## src/rtl/cc_operand_loader.sv

```systemverilog
// Serial-to-parallel operand loader feeding the 4-operand compare/sort stage.
// Optional partial-frame timeout is enabled by defining CC_LOADER_TIMEOUT_EN.
module cc_operand_loader #(
  parameter int DATA_W      = 4,
  parameter int OPT_W       = 3,
  parameter int TIMEOUT_CYC = 15
) (
  input  logic              clk,
  input  logic              rst,
  input  logic              in_valid,
  input  logic [DATA_W-1:0] in_data,
  input  logic [OPT_W-1:0]  in_opt,
  output logic              in_ready,
  output logic              out_valid,
  input  logic              out_ready,
  output logic [DATA_W-1:0] out_n0,
  output logic [DATA_W-1:0] out_n1,
  output logic [DATA_W-1:0] out_n2,
  output logic [DATA_W-1:0] out_n3,
  output logic [OPT_W-1:0]  out_opt,
  output logic [7:0]        frame_cnt,
  output logic              abort
);

  generate
    if (TIMEOUT_CYC < 1 || TIMEOUT_CYC > 255) begin : g_bad_timeout
      $error("cc_operand_loader: TIMEOUT_CYC must be in 1..255");
    end
  endgenerate

  typedef enum logic [1:0] {S_IDLE, S_LOAD, S_FULL} state_t;

  state_t                      r_state;
  logic [1:0]                  r_idx;
  logic [3:0][DATA_W-1:0]      r_n;
  logic [OPT_W-1:0]            r_opt;
  logic                        r_out_valid;
  logic [7:0]                  r_frame_cnt;
  logic                        w_accept;
  logic                        w_release;

  // In FULL the slot-0 write for the next frame coincides with the release,
  // so accepting is only safe when downstream takes the current frame.
  assign in_ready  = (r_state != S_FULL) | out_ready;
  assign w_accept  = in_valid & in_ready;
  assign w_release = (r_state == S_FULL) & out_ready;

`ifdef CC_LOADER_TIMEOUT_EN
  logic [7:0] r_idle;
  logic       r_abort;
  assign abort = r_abort;
`else
  assign abort = 1'b0;
`endif

  always_ff @(posedge clk or posedge rst) begin
    if (rst) begin
      r_state     <= S_IDLE;
      r_idx       <= 2'd0;
      r_n         <= '0;
      r_opt       <= '0;
      r_out_valid <= 1'b0;
      r_frame_cnt <= 8'd0;
`ifdef CC_LOADER_TIMEOUT_EN
      r_idle      <= 8'd0;
      r_abort     <= 1'b0;
`endif
    end else begin
`ifdef CC_LOADER_TIMEOUT_EN
      r_abort <= 1'b0;
`endif
      case (r_state)
        S_IDLE: begin
          if (w_accept) begin
            r_n[0]  <= in_data;
            r_opt   <= in_opt;
            r_idx   <= 2'd1;
            r_state <= S_LOAD;
`ifdef CC_LOADER_TIMEOUT_EN
            r_idle  <= 8'd0;
`endif
          end
        end
        S_LOAD: begin
          if (w_accept) begin
            r_n[r_idx] <= in_data;
`ifdef CC_LOADER_TIMEOUT_EN
            r_idle     <= 8'd0;
`endif
            if (r_idx == 2'd3) begin
              r_idx       <= 2'd0;
              r_out_valid <= 1'b1;
              r_state     <= S_FULL;
            end else begin
              r_idx <= r_idx + 2'd1;
            end
          end
`ifdef CC_LOADER_TIMEOUT_EN
          else if (r_idle == 8'(TIMEOUT_CYC - 1)) begin
            r_idle  <= 8'd0;
            r_idx   <= 2'd0;
            r_abort <= 1'b1;
            r_state <= S_IDLE;
          end else begin
            r_idle <= r_idle + 8'd1;
          end
`endif
        end
        S_FULL: begin
          if (w_release) begin
            r_out_valid <= 1'b0;
            r_frame_cnt <= r_frame_cnt + 8'd1;
            if (w_accept) begin
              r_n[0]  <= in_data;
              r_opt   <= in_opt;
              r_idx   <= 2'd1;
              r_state <= S_LOAD;
`ifdef CC_LOADER_TIMEOUT_EN
              r_idle  <= 8'd0;
`endif
            end else begin
              r_idx   <= 2'd0;
              r_state <= S_IDLE;
            end
          end
        end
        default: begin
          r_idx       <= 2'd0;
          r_out_valid <= 1'b0;
          r_state     <= S_IDLE;
        end
      endcase
    end
  end

  assign out_valid = r_out_valid;
  assign out_n0    = r_n[0];
  assign out_n1    = r_n[1];
  assign out_n2    = r_n[2];
  assign out_n3    = r_n[3];
  assign out_opt   = r_opt;
  assign frame_cnt = r_frame_cnt;

endmodule

```

## config.mk

```make
export PLATFORM = sky130hd
export DESIGN_NAME = cc_operand_loader
export DESIGN_NICKNAME = d
export VERILOG_FILES = /design/src/rtl/cc_operand_loader.sv
export SDC_FILE = /design/constraint.sdc
export NUM_CORES = 1
export LEC_CHECK = 0
export ABC_AREA = 1
export CAP_MARGIN = 20
export CELL_PAD_IN_SITES_DETAIL_PLACEMENT = 0
export CELL_PAD_IN_SITES_GLOBAL_PLACEMENT = 1
export CORE_MARGIN = 4
export CORE_UTILIZATION = 33
export CTS_BUF_LIST = sky130_fd_sc_hd__clkbuf_2 sky130_fd_sc_hd__clkbuf_4 sky130_fd_sc_hd__clkbuf_8
export DETAILED_ROUTE_END_ITERATION = 7
export GPL_TIMING_DRIVEN = 0
export PLACE_DENSITY = 0.8
export SYNTH_ARGS = -nofsm -noshare
export SYNTH_HDL_FRONTEND = slang
export SYNTH_SLANG_ARGS = --single-unit
export TNS_END_PERCENT = 10
```

## constraint.sdc

```tcl
create_clock -name clk -period 1.2 [get_ports clk]
set_input_delay 0.12 -clock clk [delete_from_list [all_inputs] [get_ports clk]]
set_output_delay 0.12 -clock clk [all_outputs]
set_load 0.02 [all_outputs]
```

==> results.py, run 1 <==
metrics = {
    "synthesis": {
        "synth_cell_type_count": 26,
        "synth.most_common_cell": "nand2_1",
        "synthArstFlopShare": 1.000,
        "yosys-top-cells-area": "dfrtp_1 52%, nand2_1 11%, inv_1 5.9%",
        "yosys.area.top_type": "dfrtp_1",
        "synth_edf_count": 0,
        "synth_top_area_share": 0.5207,
        "netlist_area_um2": 1538,
        "ys_top_cells_by_count": "45 x nand2_1, 32 x dfrtp_1, 24 x inv_1",
        "syn_inst": 166,
        "synth_ff_type": "dfrtp_1",
        "syn_nets": 182,
        "syn_area_per_cell_um2": 9.263,
        "seq_area_frac_synth": 0.5207,
        "ys.warnings.count": 0,
        "ys_seq_elements": 32,
    },
    "detailed_routing": {
        "drc": 0,
        "drtPass1Iterations": 4,
        "vias": 1205,
        "post_drt_wl_per_cell_um": 12.07,
        "vias_per_cell": 4.430,
        "antenna_left": 0,
        "routed_wl_um": 3282,
        "drt_iter0_drc": 70,
    },
    "grt": {
        "grt_pass1_vias": 1217,
        "antenna_found_initial": 0,
        "grt.overflow.total": 0,
        "grt_max_degree": 20,
        "grt_pass1_wl_um": 5540,
        "track_usage": 0.1172,
    },
    "floorplan": {
        "core_area_um2": 4444,
        "start_util": 0.3460,
        "die_h_um": 76.26,
        "chipWidth_um": 76.26,
        "pin_count": 41,
        "placementRows": 24,
        "dieArea_um2": 5816,
    },
    "power_and_ir_drop": {
        "p_seq_frac": 0.363,
        "ir_drop_mv": 1.116,
        "p_comb_frac": 0.458,
        "total_power_uw": 4948,
        "p_sw_uw": 2019,
        "p_clk_frac": 0.179,
        "p_int_uw": 2929,
        "swShare": 0.4080,
        "power.density_nw_per_um2": 2248,
        "p_leak_uw": 0.001168,
    },
    "clock_network": {
        "cts_max_path_buffers": 2,
        "cts_root_buffer": "clkbuf_8",
        "ctsHoldBuffers": 0,
        "cts.sinks": 32,
        "cts_tree": "yes",
        "clk_latency_ps": 280,
        "cts_buffers": 5,
        "path_clk_slew_ps": 70,
        "htreeDepth": 2,
    },
    "sta": {
        "maxSlewHeadroom": 0.5749,
        "setup_viol": 0,
        "final_max_slew_viol_count": 0,
        "worst_slew_pin_slew_ps": 637.0,
        "hold_viol_final": 0,
        "fmax_ghz": 0.8426,
        "hold-worst-slack_ps": 226.2,
        "period_minus_slack_ps": 1187,
        "period_share": 0.9890,
        "fin_ws_ps": 13.21,
        "rsz0062_at_grt": "yes",
        "finClkSkew_ps": 4.806,
    },
    "final_layout": {
        "final_net_count": 236,
        "antenna-diode-count": 0,
        "area_growth_pct": 43.12,
        "drive_gt1_frac": 0.2227,
        "post-route-util": 0.4952,
        "fill_cells": 441,
    },
    "outcome": {
        "outcome": "finished, final reports clean",
    },
    "worst_setup_path": {
        "path_cells": "clkinv_4, nand3_4, buf_6",
        "required_ps": 1080,
        "worstSetupPathType": "reg2out",
        "crit_arrival_ps": 1070,
        "cp-end-kind": "output pin",
        "startpoint_type": "flop",
        "crit_fanout": 5,
        "crit_slowest_cell": "dfrtp_2",
        "cpPeakStageDelay_ps": 430,
    },
    "placement": {
        "dpl.hpwl_um": 2390,
        "place_ws_ps": -421.0,
        "gp_congestion": 0.7508,
        "io_buffers": 38,
    },
    "worst_hold_path": {
        "worst_hold_path_type": "in2async",
    },
    "run": {
        "cap_violations": 0,
    },
}
[per-layer routing]
metal	vias to the layer above	global-route usage	wire length (um)
met5	-	0	0
met4	0	0.03080	0
met3	0	0.05319	194
met2	33	0.1837	1551
met1	549	0.1466	1536
li1	623	-	-
[cell families after synthesis]
kind of cell / after synthesis / synth area share
flops: 32 / 0.5207
buf+inv: 30 / 0.07893
compound gates: 26 / 0.1041
simple gates: 67 / 0.2246
other cells: 1 / 0.002439
fa+ha+maj: 5 / 0.04068
xor+xnor: 5 / 0.02848
[power groups by stage]
stage / clock [uW] / sequential [uW] / combinational (uW)
2_1_floorplan: 0 / 2220 / 896
4_1_cts: 916 / 1800 / 2090
3_5_place_dp: 0 / 1800 / 2310
3_3_place_gp: 0 / 1810 / 2270
6_report: 887 / 1790 / 2270
5_1_grt: 974 / 1850 / 2520
[cell usage in the layout, fill, tap and decap left out, types with 3 or more instances in the layout]
cell type	instances
dlygate4sd2_1	23
nand2_1	44
clkdlybuf4s15_1	4
clkbuf_8	7
clkdlybuf4s50_1	8
dfrtp_1	29
nor2_4	3
ha_2	3
nand4_1	3
o21bai_1	4
nand3_4	5
o21ai_0	9
inv_1	22
nand3_1	5
nor2_2	3
o21ai_1	11
xor2_1	3
dfrtp_2	3
buf_4	8
[sequential cells by signal, summed over array words and instances (netlist names), 2 cells and up]
register,cells
out_opt,3
r_idx,2
out_n3,4
out_n0,4
out_n1,4
frame_cnt,8
out_n2,4
r_state,2
[metrics by stage]
step                      instances  instance area [um2]  TNS, ps
after CTS                       264                 2095   -221.4
after detailed placement        257                 2018    -2187
final                           272                 2201        0
after global placement          256                 1991   -15490
after floorplan                 166                 1545        0
after global routing            272                 2201   -239.3
[cell type report]
class	count	area (um2)	share of cell area
sequential	32	804.5	0.3655
multi-input combinational	104	660.6	0.3002
timing repair buffer	47	441.7	0.2007
inverter	28	120.1	0.05458
clock buffer	7	96.34	0.04377
tap	52	65.06	0.02956
buffer	2	12.51	0.005685
[final timing paths]
path / from / end / slack (ps) / cells past startpoint
max in group asynchronous: rst / frame_cnt[3] / 450 / 3
min in group clk: out_ready / frame_cnt[1] / 300 / 4
worst max-delay path: r_state[0] / in_ready / 10 / 3
worst min-delay path: rst / frame_cnt[2] / 230 / 2
worst min register to register: out_valid / out_valid / 470 / 2
worst max register to register: r_state[0] / out_n0[2] / 30 / 6
[worst max-delay path, delay by kind of cell (launching register included)]
family	cells	cell delay, ps
DFF	1	430
and+or+nand+nor	1	110
buffers and inverters	2	250
[repair_timing]
item | in CTS | in global routing
gates resized for setup | 38 | 26
setup endpoints to repair | 46 | 28
buffers inserted | 0 | 8
pin swaps | 1 | 6
No activity file was read; power rests on OpenSTA's default activity.
==> run 2: changes to the inputs <==
--- a/config.mk
+++ b/config.mk
@@ -9,12 +9,12 @@
 export CAP_MARGIN = 20
 export CELL_PAD_IN_SITES_DETAIL_PLACEMENT = 0
 export CELL_PAD_IN_SITES_GLOBAL_PLACEMENT = 1
-export CORE_MARGIN = 4
-export CORE_UTILIZATION = 33
+export CORE_MARGIN = 3
+export CORE_UTILIZATION = 37
 export CTS_BUF_LIST = sky130_fd_sc_hd__clkbuf_2 sky130_fd_sc_hd__clkbuf_4 sky130_fd_sc_hd__clkbuf_8
 export DETAILED_ROUTE_END_ITERATION = 7
 export GPL_TIMING_DRIVEN = 0
-export PLACE_DENSITY = 0.8
+export PLACE_DENSITY = 0.84
 export SYNTH_ARGS = -nofsm -noshare
 export SYNTH_HDL_FRONTEND = slang
 export SYNTH_SLANG_ARGS = --single-unit
==> constraint.sdc (replaced) <==
create_clock -name clk -period 1.19 [get_ports clk]
set_input_delay 0.119 -clock clk [delete_from_list [all_inputs] [get_ports clk]]
set_output_delay 0.119 -clock clk [all_outputs]
set_load 0.02 [all_outputs]
==> results.py, run 2 (synthesized netlist as in run 1, its figures left out) <==
metrics = {
    "worst_setup_path": {
        "worstReg2RegStart": "r_state[1]",
        "crit_fanout": 6,
        "cp-end-kind": "output pin",
        "startpoint_type": "flop",
        "worstSetupPathType": "reg2out",
        "r2r-end": "r_idx[1]",
        "ff2ff_path_depth": 5,
        "required_ps": 1070,
        "rrSetupSlack_ps": 10,
        "crit_arrival_ps": 1070,
    },
    "final_layout": {
        "multiInputGateArea_um2": 704.4,
        "fill_cells": 323,
        "antenna-diode-count": 0,
        "final_common_cell": "nand2_1",
        "post-route-util": 0.5870,
        "largest_reg_flops": 8,
        "final_net_count": 237,
        "register_area_um2": 803.3,
        "area_growth_pct": 46.05,
        "layout_common_cells": "41 x nand2_1, 30 x dfrtp_1, 22 x inv_1, 21 x dlygate4sd2_1, 12 x o21ai_1",
        "drive_gt1_frac": 0.2523,
    },
    "detailed_routing": {
        "drc": 0,
        "route.met3.wl_um": 222,
        "vias": 1294,
        "antenna_left": 0,
        "met2WireLength_um": 1676,
        "post_drt_wl_per_cell_um": 13.06,
        "top_layer": "met4",
        "drtPass1Iterations": 4,
        "routed_wl_um": 3527,
        "drt_iter0_drc": 39,
        "wl_met1_um": 1596,
        "vias_per_cell": 4.793,
    },
    "clock_network": {
        "cts_buffers": 5,
        "cts_max_path_buffers": 2,
        "cts_tree": "yes",
        "path_clk_slew_ps": 70,
        "cts_root_buffer": "clkbuf_8",
        "clk_latency_ps": 290,
        "ctsHoldBuffers": 0,
        "htreeDepth": 2,
        "cts.sinks": 32,
    },
    "sta": {
        "worst_slew_pin_slew_ps": 670.4,
        "maxSlewHeadroom": 0.5525,
        "rsz0062_at_grt": "yes",
        "hold_viol_final": 0,
        "fin_ws_ps": -1.796,
        "final_max_slew_viol_count": 0,
        "finalSetupTns_ps": -1.796,
        "period_minus_slack_ps": 1192,
        "period_share": 1.002,
        "fmax_ghz": 0.8391,
        "finClkSkew_ps": 6.219,
        "setup_viol": 1,
    },
    "outcome": {
        "violations": "negative setup slack",
        "outcome": "complete, but fails checks",
    },
    "grt": {
        "grt.overflow.total": 0,
        "grt_pass1_vias": 1211,
        "antenna_found_initial": 0,
        "grt_max_degree": 20,
        "track_usage": 0.1500,
        "grt_pass1_wl_um": 5768,
    },
    "power_and_ir_drop": {
        "p_leak_uw": 0.001168,
        "power.density_nw_per_um2": 2385,
        "total_power_uw": 5357,
        "ir_drop_mv": 1.494,
    },
    "floorplan": {
        "dieArea_um2": 4965,
        "die_h_um": 70.47,
        "pin_count": 41,
        "placementRows": 22,
        "start_util": 0.4019,
        "chipWidth_um": 70.47,
        "core_area_um2": 3826,
    },
    "placement": {
        "io_buffers": 38,
        "dpl.hpwl_um": 2530,
        "gp_congestion": 0.8469,
    },
    "run": {
        "cap_violations": 0,
    },
    "worst_hold_path": {
        "worst_hold_path_type": "in2async",
    },
}
[run 2: cell types whose count changed in the layout (fill, tap and decap cells not counted), moves of 2 or more]
cell | before | now
nand2_1 | 44 | 41
clkbuf_2 | 2 | 4
ha_4 | 0 | 2
nand2_2 | 2 | 5
clkinv_2 | 0 | 2
clkbuf_8 | 7 | 5
dlygate4sd2_1 | 23 | 21
[run 2: area by class of cell]
class                      instances  share of cell area
clock buffer                       5             0.03064
sequential                        32              0.3577
inverter                          28             0.05627
clock inverter                     3             0.01894
tap                               48             0.02674
multi-input combinational        105              0.3136
timing repair buffer              47              0.1905
buffer                             2            0.005571
[run 2: layer usage]
| metal | up-vias | GRT usage |
|---|---|---|
| li1 | 631 | - |
| met1 | 623 | 0.1893 |
| met2 | 35 | 0.2328 |
| met3 | 5 | 0.05468 |
| met4 | 0 | 0.05745 |
| met5 | - | 0 |
[run 2: through the flow]
stage               setup WS, ps  cell area (um2)  cells  hold WS [ps]
floorplan                  28.00             1545    166         235.2
global placement          -402.7             1986    252         471.6
detailed placement        -415.4             2013    253         477.7
CTS                       -236.0             2115    261         252.0
global route              -66.72             2246    270         287.9
finish                    -1.796             2246    270         230.3
[run 2: critical path, stage by stage (launching register included)]
cell,delay (ps)
dfrtp_2,430
clkinv_4,90
nand3_4,110
buf_6,160
[run 2: power by group]
part | switching (uW) | internal (uW) | total [uW]
clock | 412 | 619 | 1030
sequential | 325 | 1510 | 1840
combinational | 1470 | 1020 | 2490
[run 2: how the worst max path moves through the flow]
| stage | startpoint | to | cells past startpoint |
|---|---|---|---|
| 2_1_floorplan | r_state[0] | r_idx[1] | 6 |
| 3_5_place_dp | out_ready | in_ready | 4 |
| 3_3_place_gp | out_ready | in_ready | 4 |
| 6_report | r_state[0] | in_ready | 3 |
| 4_1_cts | r_state[0] | in_ready | 3 |
| 5_1_grt | r_idx[0] | r_idx[0] | 6 |
[run 2: repair_timing]
| item | CTS | global route |
|---|---|---|
| setup buffers | 0 | 8 |
| pin swaps | 1 | 3 |
| setup endpoints to repair | 49 | 33 |
| gates resized for setup | 37 | 35 |
| gates cloned | 0 | 1 |
==> run 3: changes to the inputs <==
--- a/config.mk
+++ b/config.mk
@@ -14,6 +14,7 @@
 export CTS_BUF_LIST = sky130_fd_sc_hd__clkbuf_2 sky130_fd_sc_hd__clkbuf_4 sky130_fd_sc_hd__clkbuf_8
 export DETAILED_ROUTE_END_ITERATION = 7
 export GPL_TIMING_DRIVEN = 0
+export MAX_ROUTING_LAYER = met4
 export PLACE_DENSITY = 0.84
 export SYNTH_ARGS = -nofsm -noshare
 export SYNTH_HDL_FRONTEND = slang
==> results.py, run 3 (synthesized netlist as in run 1, its figures left out) <==
metrics = {
    "sta": {
        "maxSlewHeadroom": 0.5525,
        "setup_viol": 1,
        "fin_ws_ps": -1.800,
        "hold-worst-slack_ps": 230.3,
        "period_share": 1.002,
        "period_minus_slack_ps": 1192,
        "hold_viol_final": 0,
        "finClkSkew_ps": 6.219,
        "fmax_ghz": 0.8391,
        "rsz0062_at_grt": "yes",
        "worst_slew_pin_slew_ps": 670.4,
        "final_max_slew_viol_count": 0,
    },
    "detailed_routing": {
        "antenna_left": 0,
        "vias": 1305,
        "drtPass1Iterations": 4,
        "vias_per_cell": 4.833,
        "drc": 0,
        "routed_wl_um": 3523,
        "post_drt_wl_per_cell_um": 13.05,
        "drt_iter0_drc": 39,
    },
    "grt": {
        "antenna_found_initial": 0,
        "grt.overflow.total": 0,
        "grt_max_degree": 20,
        "grt_pass1_wl_um": 5789,
        "grt_pass1_vias": 1210,
        "track_usage": 0.1544,
    },
    "final_layout": {
        "largest_reg_flops": 8,
        "register_area_um2": 803.3,
        "drive_gt1_frac": 0.2523,
        "fill_cells": 323,
        "layout_common_cells": "41 x nand2_1, 30 x dfrtp_1, 22 x inv_1, 21 x dlygate4sd2_1, 12 x o21ai_1",
        "final_net_count": 237,
        "area_growth_pct": 46.05,
        "multiInputGateArea_um2": 704.4,
        "post-route-util": 0.5870,
        "antenna-diode-count": 0,
        "final_common_cell": "nand2_1",
    },
    "power_and_ir_drop": {
        "power.density_nw_per_um2": 2385,
        "p_leak_uw": 0.001168,
        "ir_drop_mv": 1.493,
    },
    "worst_setup_path": {
        "required_ps": 1070,
        "cpPeakStageDelay_ps": 430,
        "crit_slowest_cell": "dfrtp_2",
        "worstSetupPathType": "reg2out",
        "path_buf_inv": 2,
        "startpoint_type": "flop",
        "critical_path.top_delay_family": "flip-flops",
        "cp-end-kind": "output pin",
        "crit_fanout": 6,
        "path_cells": "clkinv_4, nand3_4, buf_6",
        "crit_arrival_ps": 1070,
    },
    "clock_network": {
        "htreeDepth": 2,
        "cts_tree": "yes",
        "cts_max_path_buffers": 2,
        "cts_root_buffer": "clkbuf_8",
        "clk_latency_ps": 290,
        "path_clk_slew_ps": 70,
        "cts.sinks": 32,
        "cts_buffers": 5,
    },
    "placement": {
        "io_buffers": 38,
        "gp_congestion": 0.8602,
        "dpl.hpwl_um": 2530,
        "place_ws_ps": -415.4,
    },
    "floorplan": {
        "start_util": 0.4019,
        "placementRows": 22,
        "core_area_um2": 3826,
        "die_h_um": 70.47,
        "dieArea_um2": 4965,
        "chipWidth_um": 70.47,
        "pin_count": 41,
    },
    "run": {
        "cap_violations": 0,
    },
    "outcome": {
        "violations": "negative setup slack",
        "outcome": "complete, but fails checks",
    },
    "worst_hold_path": {
        "worst_hold_path_type": "in2async",
    },
}
-- run 3: cell counts in the layout (fill, tap and decap cells not counted) --
Identical to the previous run, type by type.
-- run 3: worst paths after layout --
kind	slack (ps)	endpoint	start	cells after the start
min	230	frame_cnt[7]	rst	2
max in group asynchronous	440	out_opt[2]	rst	3
max reg2reg	10	r_idx[1]	r_state[1]	5
max	-2	in_ready	r_state[0]	3
min in group clk	340	out_n3[2]	in_valid	3
min reg2reg	490	out_opt[2]	out_opt[2]	2
-- run 3: area by class of cell --
| cell class | instances | share of cell area |
|---|---|---|
| tap | 48 | 0.02674 |
| clock inverter | 3 | 0.01894 |
| clock buffer | 5 | 0.03064 |
| multi-input combinational | 105 | 0.3136 |
| buffer | 2 | 0.005571 |
| timing repair buffer | 47 | 0.1905 |
| sequential | 32 | 0.3577 |
| inverter | 28 | 0.05627 |
-- run 3: per-layer routing --
layer  wire length, um  up-vias  global-route usage
met2              1687       37              0.2328
met5                 0        -                   -
met3               230        5             0.05468
li1                  -      631                   -
met1              1574      632              0.1902
met4                31        0             0.05745
-- run 3: stage by stage --
step           instances  TNS, ps  instance area [um2]  power, uW
3_3_place_gp         252   -13530                 1986       4101
2_1_floorplan        166        0                 1545       3140
5_1_grt              270   -564.9                 2246       5748
3_5_place_dp         253    -2454                 2013       4172
6_report             270   -1.800                 2246       5356
4_1_cts              261   -307.1                 2115       5053
-- run 3: repair_timing --
item,CTS,global route
gates resized for setup,37,35
setup buffers,0,8
endpoints found under the setup margin,49,33
hold buffers,0,0
gates cloned,0,1
pin swaps,1,3
-- run 3: power by group --
group	leakage, uW	total (uW)	internal, uW	switching [uW]
clock	0.0000541	1030	619	414
combinational	0.000711	2490	1020	1470
sequential	0.000403	1840	1510	324
